File: config.mk
export PLATFORM = sky130hd
export DESIGN_NAME = lc_cfg_sequencer_flat
export DESIGN_NICKNAME = d
export VERILOG_FILES = /design/src/rtl/lc_cfg_sequencer_if.sv /design/src/rtl/lc_cfg_sequencer.sv /design/src/flat_wrapper.sv
export SDC_FILE = /design/constraint.sdc
export NUM_CORES = 1
export LEC_CHECK = 0
export ABC_CLOCK_PERIOD_IN_PS = 3100
export BUFFER_PORTS_ARGS = -buffer_cell sky130_fd_sc_hd__buf_2
export CAP_MARGIN = 20
export CELL_PAD_IN_SITES_DETAIL_PLACEMENT = 1
export CELL_PAD_IN_SITES_GLOBAL_PLACEMENT = 2
export CORE_MARGIN = 5
export CORE_UTILIZATION = 45
export DETAILED_ROUTE_END_ITERATION = 12
export PLACE_DENSITY_LB_ADDON = 0.1
export SLEW_MARGIN = 20
export SYNTH_ARGS = -nofsm -noshare
export SYNTH_HDL_FRONTEND = slang
export SYNTH_SLANG_ARGS = --single-unit
File: constraint.sdc
create_clock -name clk -period 3.1 [get_ports clk]
set_clock_uncertainty 0.15 [all_clocks]
set_input_delay 0.31 -clock clk [delete_from_list [all_inputs] [get_ports clk]]
set_output_delay 0.31 -clock clk [all_outputs]
set_load 0.01 [all_outputs]
File: src/rtl/lc_cfg_sequencer_if.sv
// Host write channel into the logic-cell configuration sequencer shadow table.
interface lc_cfg_sequencer_if #(
  parameter int NUM_CELLS = 8
);
  localparam int IDX_W = (NUM_CELLS > 1) ? $clog2(NUM_CELLS) : 1;

  logic             wr_valid;
  logic             wr_ready;
  logic [IDX_W-1:0] wr_idx;
  logic [20:0]      wr_cbit;
  logic             wr_err;

  modport master (
    output wr_valid, wr_idx, wr_cbit,
    input  wr_ready, wr_err
  );

  modport slave (
    input  wr_valid, wr_idx, wr_cbit,
    output wr_ready, wr_err
  );
endinterface

File: src/rtl/lc_cfg_sequencer.sv
// Logic-cell config controller: shadow cbit table, freeze, serial shift-out, latch, release.
module lc_cfg_sequencer #(
  parameter int NUM_CELLS      = 8,
  parameter int RELEASE_CYCLES = 2
) (
  input  logic              clk,
  input  logic              resetn,
  lc_cfg_sequencer_if.slave wr,
  input  logic              commit,
  output logic              busy,
  output logic              done,
  output logic              cfg_prog,
  output logic              cfg_sen,
  output logic              cfg_sdo,
  output logic              cfg_latch,
  output logic              lc_ce_gate,
  output logic              lc_sr_force
);
  localparam int IDX_W   = (NUM_CELLS > 1) ? $clog2(NUM_CELLS) : 1;
  localparam int FRAME_W = NUM_CELLS * 21;
  localparam int CNT_W   = $clog2(FRAME_W + 1);
  localparam int REL_W   = (RELEASE_CYCLES > 1) ? $clog2(RELEASE_CYCLES) : 1;

  localparam logic [CNT_W-1:0] CNT_TERM = CNT_W'(FRAME_W - 1);
  localparam logic [REL_W-1:0] REL_LAST = REL_W'(RELEASE_CYCLES - 1);
  localparam logic [IDX_W:0]   IDX_LIM  = (IDX_W + 1)'(NUM_CELLS);

  localparam logic [2:0] S_IDLE    = 3'd0;
  localparam logic [2:0] S_PROG    = 3'd1;
  localparam logic [2:0] S_SHIFT   = 3'd2;
  localparam logic [2:0] S_LATCH   = 3'd3;
  localparam logic [2:0] S_RELEASE = 3'd4;

  logic [2:0]         state_q, state_d;
  logic [CNT_W-1:0]   cnt_q, cnt_d;
  logic [REL_W-1:0]   rel_q, rel_d;
  logic [FRAME_W-1:0] frame_q, frame_d;
  logic [FRAME_W-1:0] flat;
  logic               configured_q, configured_d;
  logic [20:0]        tbl_q [NUM_CELLS];

  logic wr_ready_q, wr_err_q, busy_q, done_q, prog_q, sen_q, sdo_q, latch_q, ce_q, sr_q;
  logic wr_err_d, busy_d, done_d, sen_d, sdo_d, latch_d, ce_d;

  logic accept, idx_ok;

  assign accept = wr.wr_valid && wr_ready_q;
  assign idx_ok = ({1'b0, wr.wr_idx} < IDX_LIM);

  always_ff @(posedge clk or negedge resetn) begin
    if (!resetn) begin
      for (int unsigned i = 0; i < NUM_CELLS; i++) tbl_q[i] <= '0;
    end else if (accept && idx_ok) begin
      tbl_q[wr.wr_idx] <= wr.wr_cbit;
    end
  end

  // Cell NUM_CELLS-1 lands in the top bits so the frame shifts out MSB-first.
  always_comb begin
    flat = '0;
    for (int unsigned c = 0; c < NUM_CELLS; c++) flat[c*21 +: 21] = tbl_q[c];
  end

  always_comb begin
    state_d      = state_q;
    cnt_d        = cnt_q;
    rel_d        = rel_q;
    frame_d      = frame_q;
    configured_d = configured_q;
    sdo_d        = 1'b0;
    case (state_q)
      S_IDLE: begin
        if (commit) state_d = S_PROG;
      end
      S_PROG: begin
        state_d = S_SHIFT;
        cnt_d   = '0;
        sdo_d   = flat[FRAME_W-1];
        frame_d = {flat[FRAME_W-2:0], 1'b0};
      end
      S_SHIFT: begin
        if (cnt_q == CNT_TERM) begin
          state_d = S_LATCH;
        end else begin
          cnt_d   = cnt_q + CNT_W'(1);
          sdo_d   = frame_q[FRAME_W-1];
          frame_d = {frame_q[FRAME_W-2:0], 1'b0};
        end
      end
      S_LATCH: begin
        state_d = S_RELEASE;
        rel_d   = '0;
      end
      S_RELEASE: begin
        if (rel_q == REL_LAST) begin
          state_d      = S_IDLE;
          configured_d = 1'b1;
        end else begin
          rel_d = rel_q + REL_W'(1);
        end
      end
      default: state_d = S_IDLE;
    endcase
  end

  // Outputs are registered from the next state so each one lines up with its state.
  always_comb begin
    busy_d   = (state_d != S_IDLE);
    done_d   = (state_q == S_RELEASE) && (state_d == S_IDLE);
    sen_d    = (state_d == S_SHIFT);
    latch_d  = (state_d == S_LATCH);
    ce_d     = (state_d == S_IDLE) && configured_d;
    wr_err_d = accept && !idx_ok;
  end

  always_ff @(posedge clk or negedge resetn) begin
    if (!resetn) begin
      state_q      <= S_IDLE;
      cnt_q        <= '0;
      rel_q        <= '0;
      frame_q      <= '0;
      configured_q <= 1'b0;
      wr_ready_q   <= 1'b1;
      wr_err_q     <= 1'b0;
      busy_q       <= 1'b0;
      done_q       <= 1'b0;
      prog_q       <= 1'b0;
      sen_q        <= 1'b0;
      sdo_q        <= 1'b0;
      latch_q      <= 1'b0;
      ce_q         <= 1'b0;
      sr_q         <= 1'b1;
    end else begin
      state_q      <= state_d;
      cnt_q        <= cnt_d;
      rel_q        <= rel_d;
      frame_q      <= frame_d;
      configured_q <= configured_d;
      wr_ready_q   <= !busy_d;
      wr_err_q     <= wr_err_d;
      busy_q       <= busy_d;
      done_q       <= done_d;
      prog_q       <= busy_d;
      sen_q        <= sen_d;
      sdo_q        <= sdo_d;
      latch_q      <= latch_d;
      ce_q         <= ce_d;
      sr_q         <= !ce_d;
    end
  end

  assign wr.wr_ready = wr_ready_q;
  assign wr.wr_err   = wr_err_q;
  assign busy        = busy_q;
  assign done        = done_q;
  assign cfg_prog    = prog_q;
  assign cfg_sen     = sen_q;
  assign cfg_sdo     = sdo_q;
  assign cfg_latch   = latch_q;
  assign lc_ce_gate  = ce_q;
  assign lc_sr_force = sr_q;
endmodule

File: src/flat_wrapper.sv
// flat-port wrapper written by rule: the top's interface ports become plain ports
module lc_cfg_sequencer_flat 
#(
  parameter int NUM_CELLS      = 8,
  parameter int RELEASE_CYCLES = 2
)
  (clk, resetn, commit, busy, done, cfg_prog, cfg_sen, cfg_sdo, cfg_latch, lc_ce_gate, lc_sr_force, wr_wr_valid, wr_wr_idx, wr_wr_cbit, wr_wr_ready, wr_wr_err);
  lc_cfg_sequencer_if #(.NUM_CELLS(NUM_CELLS)) wr_i ();
  input  logic clk;
  input  logic resetn;
  input  logic commit;
  output logic busy;
  output logic done;
  output logic cfg_prog;
  output logic cfg_sen;
  output logic cfg_sdo;
  output logic cfg_latch;
  output logic lc_ce_gate;
  output logic lc_sr_force;
  input wire logic [$bits(wr_i.wr_valid)-1:0] wr_wr_valid;
  input wire logic [$bits(wr_i.wr_idx)-1:0] wr_wr_idx;
  input wire logic [$bits(wr_i.wr_cbit)-1:0] wr_wr_cbit;
  output wire logic [$bits(wr_i.wr_ready)-1:0] wr_wr_ready;
  output wire logic [$bits(wr_i.wr_err)-1:0] wr_wr_err;
  assign wr_i.wr_valid = wr_wr_valid;
  assign wr_i.wr_idx = wr_wr_idx;
  assign wr_i.wr_cbit = wr_wr_cbit;
  assign wr_wr_ready = wr_i.wr_ready;
  assign wr_wr_err = wr_i.wr_err;
  lc_cfg_sequencer #(.NUM_CELLS(NUM_CELLS), .RELEASE_CYCLES(RELEASE_CYCLES)) u_core (.clk(clk), .resetn(resetn), .wr(wr_i), .commit(commit), .busy(busy), .done(done), .cfg_prog(cfg_prog), .cfg_sen(cfg_sen), .cfg_sdo(cfg_sdo), .cfg_latch(cfg_latch), .lc_ce_gate(lc_ce_gate), .lc_sr_force(lc_sr_force));
endmodule
==> flow_summary.json, run 1 <==
{
  "final_common_cell": "dfrtp_1",
  "synth.distinct_cells": 43,
  "status": "complete, no violations",
  "antennaDiodeCount": 0,
  "synth_nets": 1229,
  "post-route-period-util_pct": 79.9,
  "detail-route-antenna-nets": 0,
  "clock.fmax_mhz": 404,
  "die_x_um": 188,
  "use_met2_pct": 33.4,
  "antenna_found_initial": 3,
  "drt_wl_total_um": 35700,
  "die_area_um2": 35200,
  "clock_path_buffers": 3,
  "vias": 9519,
  "dpl.hpwl_um": 21700,
  "cts_setup_buffers": 0,
  "p_per_area_nw_per_um2": 1160,
  "cts_num_sinks": 356,
  "r2r_end": "u_core.frame_q[146]",
  "numCtsBuffers": 40,
  "first_pass_iters": 4,
  "ys_seq_area_share_pct": 62.7,
  "grt_pass1_vias": 10164,
  "grt_max_degree": 86,
  "crit_required_ns": 3.39,
  "setup_viol": 0,
  "cts_tree": "done",
  "fp-row-count": 65,
  "final_cell_mix": "354 x dfrtp_1, 174 x nor2_1, 169 x a21oi_1",
  "reg2regPathDepth": 5,
  "cp.arrival_ns": 2.76,
  "critPathMaxFanout": 65,
  "synth_area_um2": 14200,
  "overflow": 0,
  "drt-initial-drc-count": 562,
  "syn_to_final_growth_pct": 15.1,
  "gr-usage-met1_pct": 29.1,
  "pin_count": 38,
  "setup.worst_path.end": "u_core.frame_q[146]",
  "tns_ns": 0,
  "slew_viol_final": 0,
  "setup_ws_ns": 0.624,
  "slew_headroom_pct": 26.1,
  "finalHoldViolCount": 0,
  "grt.busiest_layer": "met2",
  "grt_pass1_wl_um": 58300,
  "crit_type": "flip-flop to flip-flop",
  "synth_warnings": 0,
  "hold_class": "primary input to flip-flop",
  "n_fill_cell": 3244,
  "use_met3_pct": 3.02,
  "cts_root_buf": "clkbuf_16",
  "post_cts_resized": 0,
  "p_leak_nw": 7.05,
  "grt_util_all_layers_pct": 20.4,
  "timing.rr.start": "u_core.cnt_q[3]",
  "die_y_um": 188,
  "wire_per_inst_um": 21.6,
  "maxCapViolations": 0,
  "min_period_ns": 2.48,
  "place.port_buffers": 36,
  "drive_above_1_share_pct": 25.6,
  "syn_area_per_cell_um2": 11.8,
  "place_congestion": 0.721,
  "worstSetupStartpoint": "u_core.cnt_q[3]",
  "postSynthCellCount": 1200,
  "initial_utilization_pct": 45.3,
  "total_power_mw": 18.9,
  "worst_pin_slew_ns": 1.11,
  "r2r_slack_ns": 0.62,
  "core_um2": 31400,
  "viasPerCell": 5.77,
  "path_clk_slew_ns": 0.06,
  "yosys_register_bits": 356,
  "clk_latency_ns": 0.52,
  "rsz0062_at_grt": "false",
  "htree_levels": 2,
  "dpl_worst_slack_ns": 0.647,
  "vdd_ir_drop_max_mv": 0.658,
  "critPathCaptureType": "flip-flop",
  "start_kind": "flip-flop",
  "drc": 0,
  "finish.net_count": 1252
}
[power by group]
group | total, mW | switching [mW] | internal (mW)
sequential | 8.28 | 1.33 | 6.95
clock | 4.90 | 1.84 | 3.05
combinational | 5.73 | 3.07 | 2.66
total | 18.9 | 6.25 | 12.7
[what timing repair did]
action,CTS,global route
endpoints found under the hold margin,95,0
setup endpoints to repair,0,0
hold buffers,4,0
[state kept, by name, indices dropped and copies added, names as in the netlist]
| name | count |
|---|---|
| u_core.rel_q | 1 |
| u_core.cfg_latch | 1 |
| u_core.frame_q | 167 |
| u_core.state_q | 3 |
| u_core.flat | 168 |
| u_core.cnt_q | 8 |
| u_core.busy | 1 |
| u_core.cfg_sdo | 1 |
| u_core.lc_sr_force | 1 |
| u_core.wr.wr_ready | 1 |
| u_core.configured_q | 1 |
| u_core.done | 1 |
| u_core.cfg_sen | 1 |
| u_core.lc_ce_gate | 1 |
[how the worst min path moves through the flow]
stage                                    end          start  cells after the start
final                        u_core.flat[43]  wr_wr_cbit[1]                      2
after global routing         u_core.flat[85]  wr_wr_cbit[1]                      2
after CTS                    u_core.flat[43]  wr_wr_cbit[1]                      2
after detailed placement  u_core.frame_q[77]         resetn                      1
after global placement       u_core.flat[55]         resetn                      1
after floorplan                  u_core.busy         resetn                      0
[stage by stage]
step | utilization [%] | hold WS, ns | instance area, um^2 | cells
6_report | 52.1 | 0.0179 | 16300 | 1651
5_1_grt | 52.1 | 0.0181 | 16300 | 1651
4_1_cts | 52.1 | 0.00388 | 16300 | 1651
3_5_place_dp | 47.6 | 0.230 | 14900 | 1579
3_3_place_gp | 47.6 | 0.228 | 14900 | 1579
2_1_floorplan | - | -0.136 | 14200 | 1200
[cell type report]
cell class / instances / area [um^2] / area share [%]
multi-input combinational: 745 / 4880 / 29.8
inverter: 5 / 18.8 / 0.115
clock inverter: 14 / 198 / 1.21
timing repair buffer: 75 / 668 / 4.09
sequential: 356 / 8910 / 54.5
clock buffer: 54 / 1170 / 7.19
tap: 402 / 503 / 3.08
[cells in the mapped netlist]
cell	instances	area (um^2)
o21ai_2	1	8.76
nor2_2	1	6.26
o311ai_0	1	8.76
o21ai_1	2	10.0
nor2_1	180	676
buf_2	26	130
conb_1	1	3.75
nor3b_2	1	12.5
clkbuf_1	42	158
and3_1	3	18.8
nor4_1	1	6.26
nor2b_1	1	6.26
ha_1	1	12.5
o21a_1	1	7.51
o31ai_1	1	7.51
xor2_1	1	8.76
a21oi_1	169	846
dfrtp_1	354	8860
o22ai_1	166	1040
nand4_1	1	6.26
dfstp_2	2	52.6
nand2b_1	4	25.0
or3_1	2	12.5
buf_4	14	105
or4_1	1	7.51
mux2i_1	1	10.0
nor3_1	3	15.0
xnor2_1	2	17.5
mux2_2	168	1890
or3b_1	1	8.76
nand3_1	6	30.0
inv_1	5	18.8
o41ai_1	1	8.76
buf_1	12	45.0
nand3b_1	1	7.51
or2_2	2	12.5
a31oi_1	1	6.26
o21ai_0	4	20.0
or4b_4	1	13.8
nand2_1	12	45.0
a22o_1	1	8.76
a31o_2	1	8.76
a22oi_1	1	7.51
[worst max-delay path: stages, from the launching register on]
cell and delay [ns]:
dfrtp_1 0.41, or4b_4 0.59, o21ai_4 0.53, buf_12 0.34, o22ai_1 0.15, a21oi_1 0.16
[routing by layer]
layer  share of wire (%)  routed length (um)
met5                0.11                  41
met4                 1.8                 655
met3                 2.9                1030
met2                  48               17300
met1                  47               16700
[cell families (layout without fill, tap and decap cells)]
family | count (synthesis) | count (layout) | synth area share [%]
AO/OA/AOI/OAI | 350 | 350 | 14.0
XOR/XNOR | 3 | 3 | 0.185
adder cells (fa/ha/maj) | 1 | 1 | 0.0880
buffers and inverters | 99 | 148 | 3.21
flip-flops | 356 | 356 | 62.7
multiplexers | 169 | 169 | 13.4
other | 1 | 1 | 0.0264
AND/OR/NAND/NOR | 221 | 221 | 6.40
(Power assumes the default switching activity.)
==> inputs of run 2 (changes only) <==
--- a/config.mk
+++ b/config.mk
@@ -5,13 +5,13 @@
 export SDC_FILE = /design/constraint.sdc
 export NUM_CORES = 1
 export LEC_CHECK = 0
-export ABC_CLOCK_PERIOD_IN_PS = 3100
+export ABC_CLOCK_PERIOD_IN_PS = 2300
 export BUFFER_PORTS_ARGS = -buffer_cell sky130_fd_sc_hd__buf_2
 export CAP_MARGIN = 20
 export CELL_PAD_IN_SITES_DETAIL_PLACEMENT = 1
 export CELL_PAD_IN_SITES_GLOBAL_PLACEMENT = 2
 export CORE_MARGIN = 5
-export CORE_UTILIZATION = 45
+export CORE_UTILIZATION = 43
 export DETAILED_ROUTE_END_ITERATION = 12
 export PLACE_DENSITY_LB_ADDON = 0.1
 export SLEW_MARGIN = 20
==> constraint.sdc (replaced) <==
create_clock -name clk -period 2.3 [get_ports clk]
set_clock_uncertainty 0.15 [all_clocks]
set_input_delay 0.23 -clock clk [delete_from_list [all_inputs] [get_ports clk]]
set_output_delay 0.23 -clock clk [all_outputs]
set_load 0.01 [all_outputs]
==> run 2 against run 1 <==
Compared with the run above:
- routed wire length up 1.4%
- total power rose by 36%
- die area increased by 4.4%
- critical path depth is 1 higher
- first-iteration DRC count is 26% lower
- critical path type unchanged
==> flow_summary.json, run 2 (synthesis gave the netlist of run 1 again) <==
{
  "cts_root_buf": "clkbuf_16",
  "wire_per_inst_um": 21.0,
  "finish.net_count": 1279,
  "crit_type": "flip-flop to flip-flop",
  "vdd_ir_drop_max_mv": 0.685,
  "drt_wl_total_um": 36200,
  "cts_setup_buffers": 0,
  "detail-route-antenna-nets": 0,
  "final_common_cell": "dfrtp_1",
  "post-route-period-util_pct": 94.9,
  "initial_utilization_pct": 43.6,
  "clock_path_buffers": 3,
  "antenna_found_initial": 1,
  "status": "complete, no violations",
  "die_x_um": 192,
  "start_kind": "flip-flop",
  "grt_max_degree": 68,
  "dpl_worst_slack_ns": 0.0845,
  "crit_required_ns": 2.58,
  "overflow": 0,
  "pin_count": 38,
  "numCtsBuffers": 40,
  "cp.arrival_ns": 2.47,
  "stdcell_count": 1723,
  "die_area_um2": 36800,
  "viasPerCell": 5.59,
  "cts_tree": "done",
  "critPathMaxFanout": 46,
  "final_cell_mix": "354 x dfrtp_1, 174 x nor2_1, 169 x a21oi_1",
  "clock.fmax_mhz": 458,
  "place.port_buffers": 36,
  "hold_class": "primary input to flip-flop",
  "largest_register_ff_count": 168,
  "vias": 9633,
  "fp-row-count": 66,
  "die_y_um": 192,
  "grt_util_all_layers_pct": 20.2,
  "clk_latency_ns": 0.52,
  "worst_pin_slew_ns": 0.508,
  "finalHoldViolCount": 0,
  "dpl.hpwl_um": 21100,
  "core_um2": 32600,
  "syn_to_final_growth_pct": 18.1,
  "slew_headroom_pct": 66.1,
  "setup_ws_ns": 0.117,
  "n_fill_cell": 3363,
  "whs_ns": 0.0726,
  "place_congestion": 0.722,
  "slew_viol_final": 0,
  "first_pass_iters": 4,
  "grt_pass1_vias": 10583,
  "htree_levels": 2,
  "path_clk_slew_ns": 0.06,
  "min_period_ns": 2.18,
  "drive_above_1_share_pct": 25.6,
  "grt_pass1_wl_um": 59600,
  "maxCapViolations": 0,
  "p_per_area_nw_per_um2": 1530,
  "cts_num_sinks": 356,
  "p_leak_nw": 7.21,
  "critPathCaptureType": "flip-flop",
  "drt-initial-drc-count": 417,
  "setup_viol": 0,
  "drc": 0,
  "dp_cells": 1627
}
[run 2: cell count changes in the layout (fill, tap and decap cells not counted), moves of 2 or more]
| cell | change |
|---|---|
| dlygate4sd3_1 | +18 |
| buf_12 | +7 |
| clkbuf_1 | +5 |
| clkbuf_8 | +5 |
| bufinv_16 | -3 |
| buf_16 | +2 |
| buf_4 | -2 |
| clkinv_2 | -2 |
[run 2: stage by stage]
stage / TNS, ns / area (um^2) / util (%) / total power, mW
floorplan: 0 / 14200 / - / 16.7
global placement: 0 / 15200 / 46.5 / 18.8
detailed placement: 0 / 15200 / 46.5 / 19.2
CTS: 0 / 16700 / 51.3 / 25.9
global route: -0.00240 / 16800 / 51.4 / 27.5
finish: 0 / 16800 / 51.4 / 25.7
[run 2: timing repair]
action	in CTS	in global routing
setup endpoints to repair	0	18
hold buffers	22	0
gates resized for setup	0	3
endpoints found under the hold margin	475	0
[run 2: cell type report]
type                    instances  area (um^2)  area share, %
diodes                          1         2.50         0.0149
clock buffers                  64         1260           7.52
clock inverters                 8         90.1          0.537
inverters                       5         18.8          0.112
multi-input cells             745         4880           29.1
flip-flops and latches        356         8910           53.1
well taps                     442          553           3.30
repair buffers                102         1060           6.35
[run 2: worst paths after layout]
kind / startpoint / slack, ns / cells after the start / end
setup / recovery: u_core.cnt_q[6] / 0.12 / 6 / u_core.frame_q[128]
hold / removal: wr_wr_cbit[20] / 0.07 / 2 / u_core.flat[41]
setup reg to reg: u_core.cnt_q[6] / 0.12 / 6 / u_core.frame_q[128]
hold reg to reg: u_core.flat[42] / 0.36 / 1 / u_core.flat[42]
max in group asynchronous: resetn / 1.10 / 3 / u_core.wr.wr_ready
min in group asynchronous: resetn / 0.11 / 2 / u_core.frame_q[38]
[run 2: where the power goes]
part	switching (mW)	internal (mW)	total [mW]
sequential	1.74	9.37	11.1
combinational	4.28	3.85	8.13
clock	2.49	3.97	6.46
total	8.51	17.2	25.7
[run 2: layer usage]
layer,global-route usage (%),vias to the layer above,routed length (um)
li1,-,4438,-
met1,28.7,5052,17300
met2,33.3,92,17400
met3,2.78,51,827
met4,4.75,0,715
met5,0,-,0
[run 2: critical path, stage by stage (launching register included)]
cell     delay, ns
dfrtp_1       0.41
or4b_4        0.59
o21ai_4       0.19
buf_12        0.22
buf_16        0.23
o22ai_1       0.13
a21oi_1       0.15
==> inputs of run 3 (changes only) <==
--- a/config.mk
+++ b/config.mk
@@ -11,7 +11,7 @@
 export CELL_PAD_IN_SITES_DETAIL_PLACEMENT = 1
 export CELL_PAD_IN_SITES_GLOBAL_PLACEMENT = 2
 export CORE_MARGIN = 5
-export CORE_UTILIZATION = 43
+export CORE_UTILIZATION = 32
 export DETAILED_ROUTE_END_ITERATION = 12
 export PLACE_DENSITY_LB_ADDON = 0.1
 export SLEW_MARGIN = 20
==> run 3 against run 2 <==
Compared with the run above:
- first-iteration DRC count increased by 32%
- worst hold slack better by 0.0049 ns
- non-clock buffer count up 8
- via count is 0.90% higher
- flip-flop and latch count unchanged
- combinational power rose by 0.7%
- clock-buffer cell count is the same
- largest cell class unchanged
- largest power group unchanged
- highest routed layer is now met5
==> flow_summary.json, run 3 (synthesis gave the netlist of run 1 again) <==
{
  "fp-row-count": 77,
  "die_area_um2": 48700,
  "r2r_end": "u_core.frame_q[139]",
  "first_pass_iters": 4,
  "dpl.hpwl_um": 24200,
  "p_leak_nw": 7.30,
  "clk_latency_ns": 0.55,
  "start_kind": "flip-flop",
  "cp.arrival_ns": 2.49,
  "pin_count": 38,
  "place.port_buffers": 36,
  "cts_root_buf": "clkbuf_16",
  "finalHoldViolCount": 0,
  "crit_chain": "or4b_4 -> o21ai_4 -> buf_12 -> buf_12 -> o22ai_1 -> a21oi_1",
  "grt_max_degree": 98,
  "path_clk_slew_ns": 0.06,
  "reg2regPathDepth": 6,
  "stdcell_count": 1885,
  "timing.rr.start": "u_core.cnt_q[4]",
  "tns_ns": 0,
  "use_met3_pct": 2.82,
  "cts_num_sinks": 356,
  "initial_utilization_pct": 32.3,
  "min_period_ns": 2.18,
  "p_per_area_nw_per_um2": 1540,
  "vdd_ir_drop_max_mv": 0.633,
  "setup.worst_path.end": "u_core.frame_q[139]",
  "grt_util_all_layers_pct": 17.0,
  "crit_required_ns": 2.61,
  "htree_levels": 2,
  "slowest_delay_ns": 0.59,
  "numCtsBuffers": 42,
  "dpl_worst_slack_ns": 0.0882,
  "grt_pass1_vias": 10277,
  "final_common_cell": "dfrtp_1",
  "detail-route-antenna-nets": 0,
  "wire_per_inst_um": 21.5,
  "finish.net_count": 1289,
  "largest_register_ff_count": 168,
  "die_x_um": 221,
  "drive_above_1_share_pct": 26.3,
  "setup_viol": 0,
  "antenna_found_initial": 2,
  "core_um2": 44000,
  "drc": 0,
  "setup_ws_ns": 0.122,
  "dp_cells": 1785,
  "rsz0062_at_grt": "false",
  "place_congestion": 0.720,
  "worstSetupStartpoint": "u_core.cnt_q[4]",
  "use_met2_pct": 25.0,
  "n_fill_cell": 4693,
  "final_cell_mix": "354 x dfrtp_1, 174 x nor2_1, 169 x a21oi_1",
  "clock_path_buffers": 3,
  "status": "complete, no violations",
  "slowest_stage": "or4b_4",
  "crit_type": "flip-flop to flip-flop",
  "slew_headroom_pct": 63.5,
  "critPathCaptureType": "flip-flop",
  "crit_path_frequent_cell": "buf_12",
  "drt-initial-drc-count": 551,
  "r2r_slack_ns": 0.12,
  "slew_viol_final": 0,
  "maxCapViolations": 0,
  "drt_wl_total_um": 40600,
  "critPathMaxFanout": 46,
  "post-route-period-util_pct": 94.7,
  "cts_tree": "done",
  "vias": 9720,
  "worst_pin_slew_ns": 0.547,
  "syn_to_final_growth_pct": 20.7,
  "die_y_um": 221,
  "gr-usage-met1_pct": 26.2,
  "clock.fmax_mhz": 459,
  "final_util_pct": 38.9,
  "grt.busiest_layer": "met1",
  "grt_pass1_wl_um": 64000,
  "viasPerCell": 5.16,
  "overflow": 0,
  "hold_class": "primary input to async pin"
}
==> run 3: changes by cell type in the layout (fill, tap and decap cells not counted), moves of 2 or more <==
| cell | before | now |
|---|---|---|
| clkbuf_8 | 15 | 12 |
| clkbuf_16 | 42 | 45 |
| buf_4 | 19 | 25 |
| clkinv_2 | 6 | 8 |
| bufinv_16 | 2 | 4 |
| buf_12 | 21 | 23 |
==> run 3: per-layer routing <==
| layer | vias up | part of all wire (%) | routed length (um) |
|---|---|---|---|
| met1 | 5076 | 51 | 20700 |
| met5 | - | 0.037 | 15 |
| met3 | 50 | 3.7 | 1520 |
| met2 | 130 | 43 | 17600 |
| li1 | 4462 | - | - |
| met4 | 2 | 1.8 | 740 |
==> run 3: final cells by class <==
class / instances / area, um^2 / share of cell area [%]
tap: 592 / 741 / 4.32
timing repair buffer: 110 / 1120 / 6.52
clock buffer: 64 / 1320 / 7.68
antenna: 1 / 2.50 / 0.0146
sequential: 356 / 8910 / 52.0
inverter: 5 / 18.8 / 0.109
clock inverter: 12 / 160 / 0.934
multi-input combinational: 745 / 4880 / 28.4
==> run 3: how the worst min path moves through the flow <==
stage,start,cells past startpoint,slack (ns),endpoint
2_1_floorplan,resetn,0,-0.22,u_core.busy
3_3_place_gp,resetn,1,0.09,u_core.lc_ce_gate
3_5_place_dp,resetn,1,0.08,u_core.configured_q
4_1_cts,wr_wr_idx[1],4,0.05,u_core.flat[128]
5_1_grt,wr_wr_idx[1],4,0.09,u_core.flat[129]
6_report,resetn,2,0.08,u_core.configured_q
==> run 3: power breakdown <==
part,switching (mW),internal [mW]
clock,2.66,4.39
combinational,4.32,3.88
sequential,1.87,9.36
==> run 3: stage by stage <==
stage	hold slack, ns	power (mW)	cell area, um^2
after floorplan	-0.216	16.7	14200
after global placement	0.0854	19.3	15400
after detailed placement	0.0770	19.6	15400
after CTS	0.0473	26.9	17100
after global routing	0.0918	28.4	17100
final	0.0775	26.5	17100
==> run 3: what timing repair did <==
item | in CTS | in global routing
endpoints found under the hold margin | 463 | 0
endpoints found under the setup margin | 0 | 17
hold buffers | 23 | 0
setup buffers | 0 | 0
gates resized for setup | 0 | 3
==> run 3: critical path, delay by kind of cell, from the launching register on <==
kind / cells / cell delay (ns)
flops: 1 / 0.41
simple gates: 1 / 0.59
buf+inv: 2 / 0.42
compound gates: 3 / 0.46
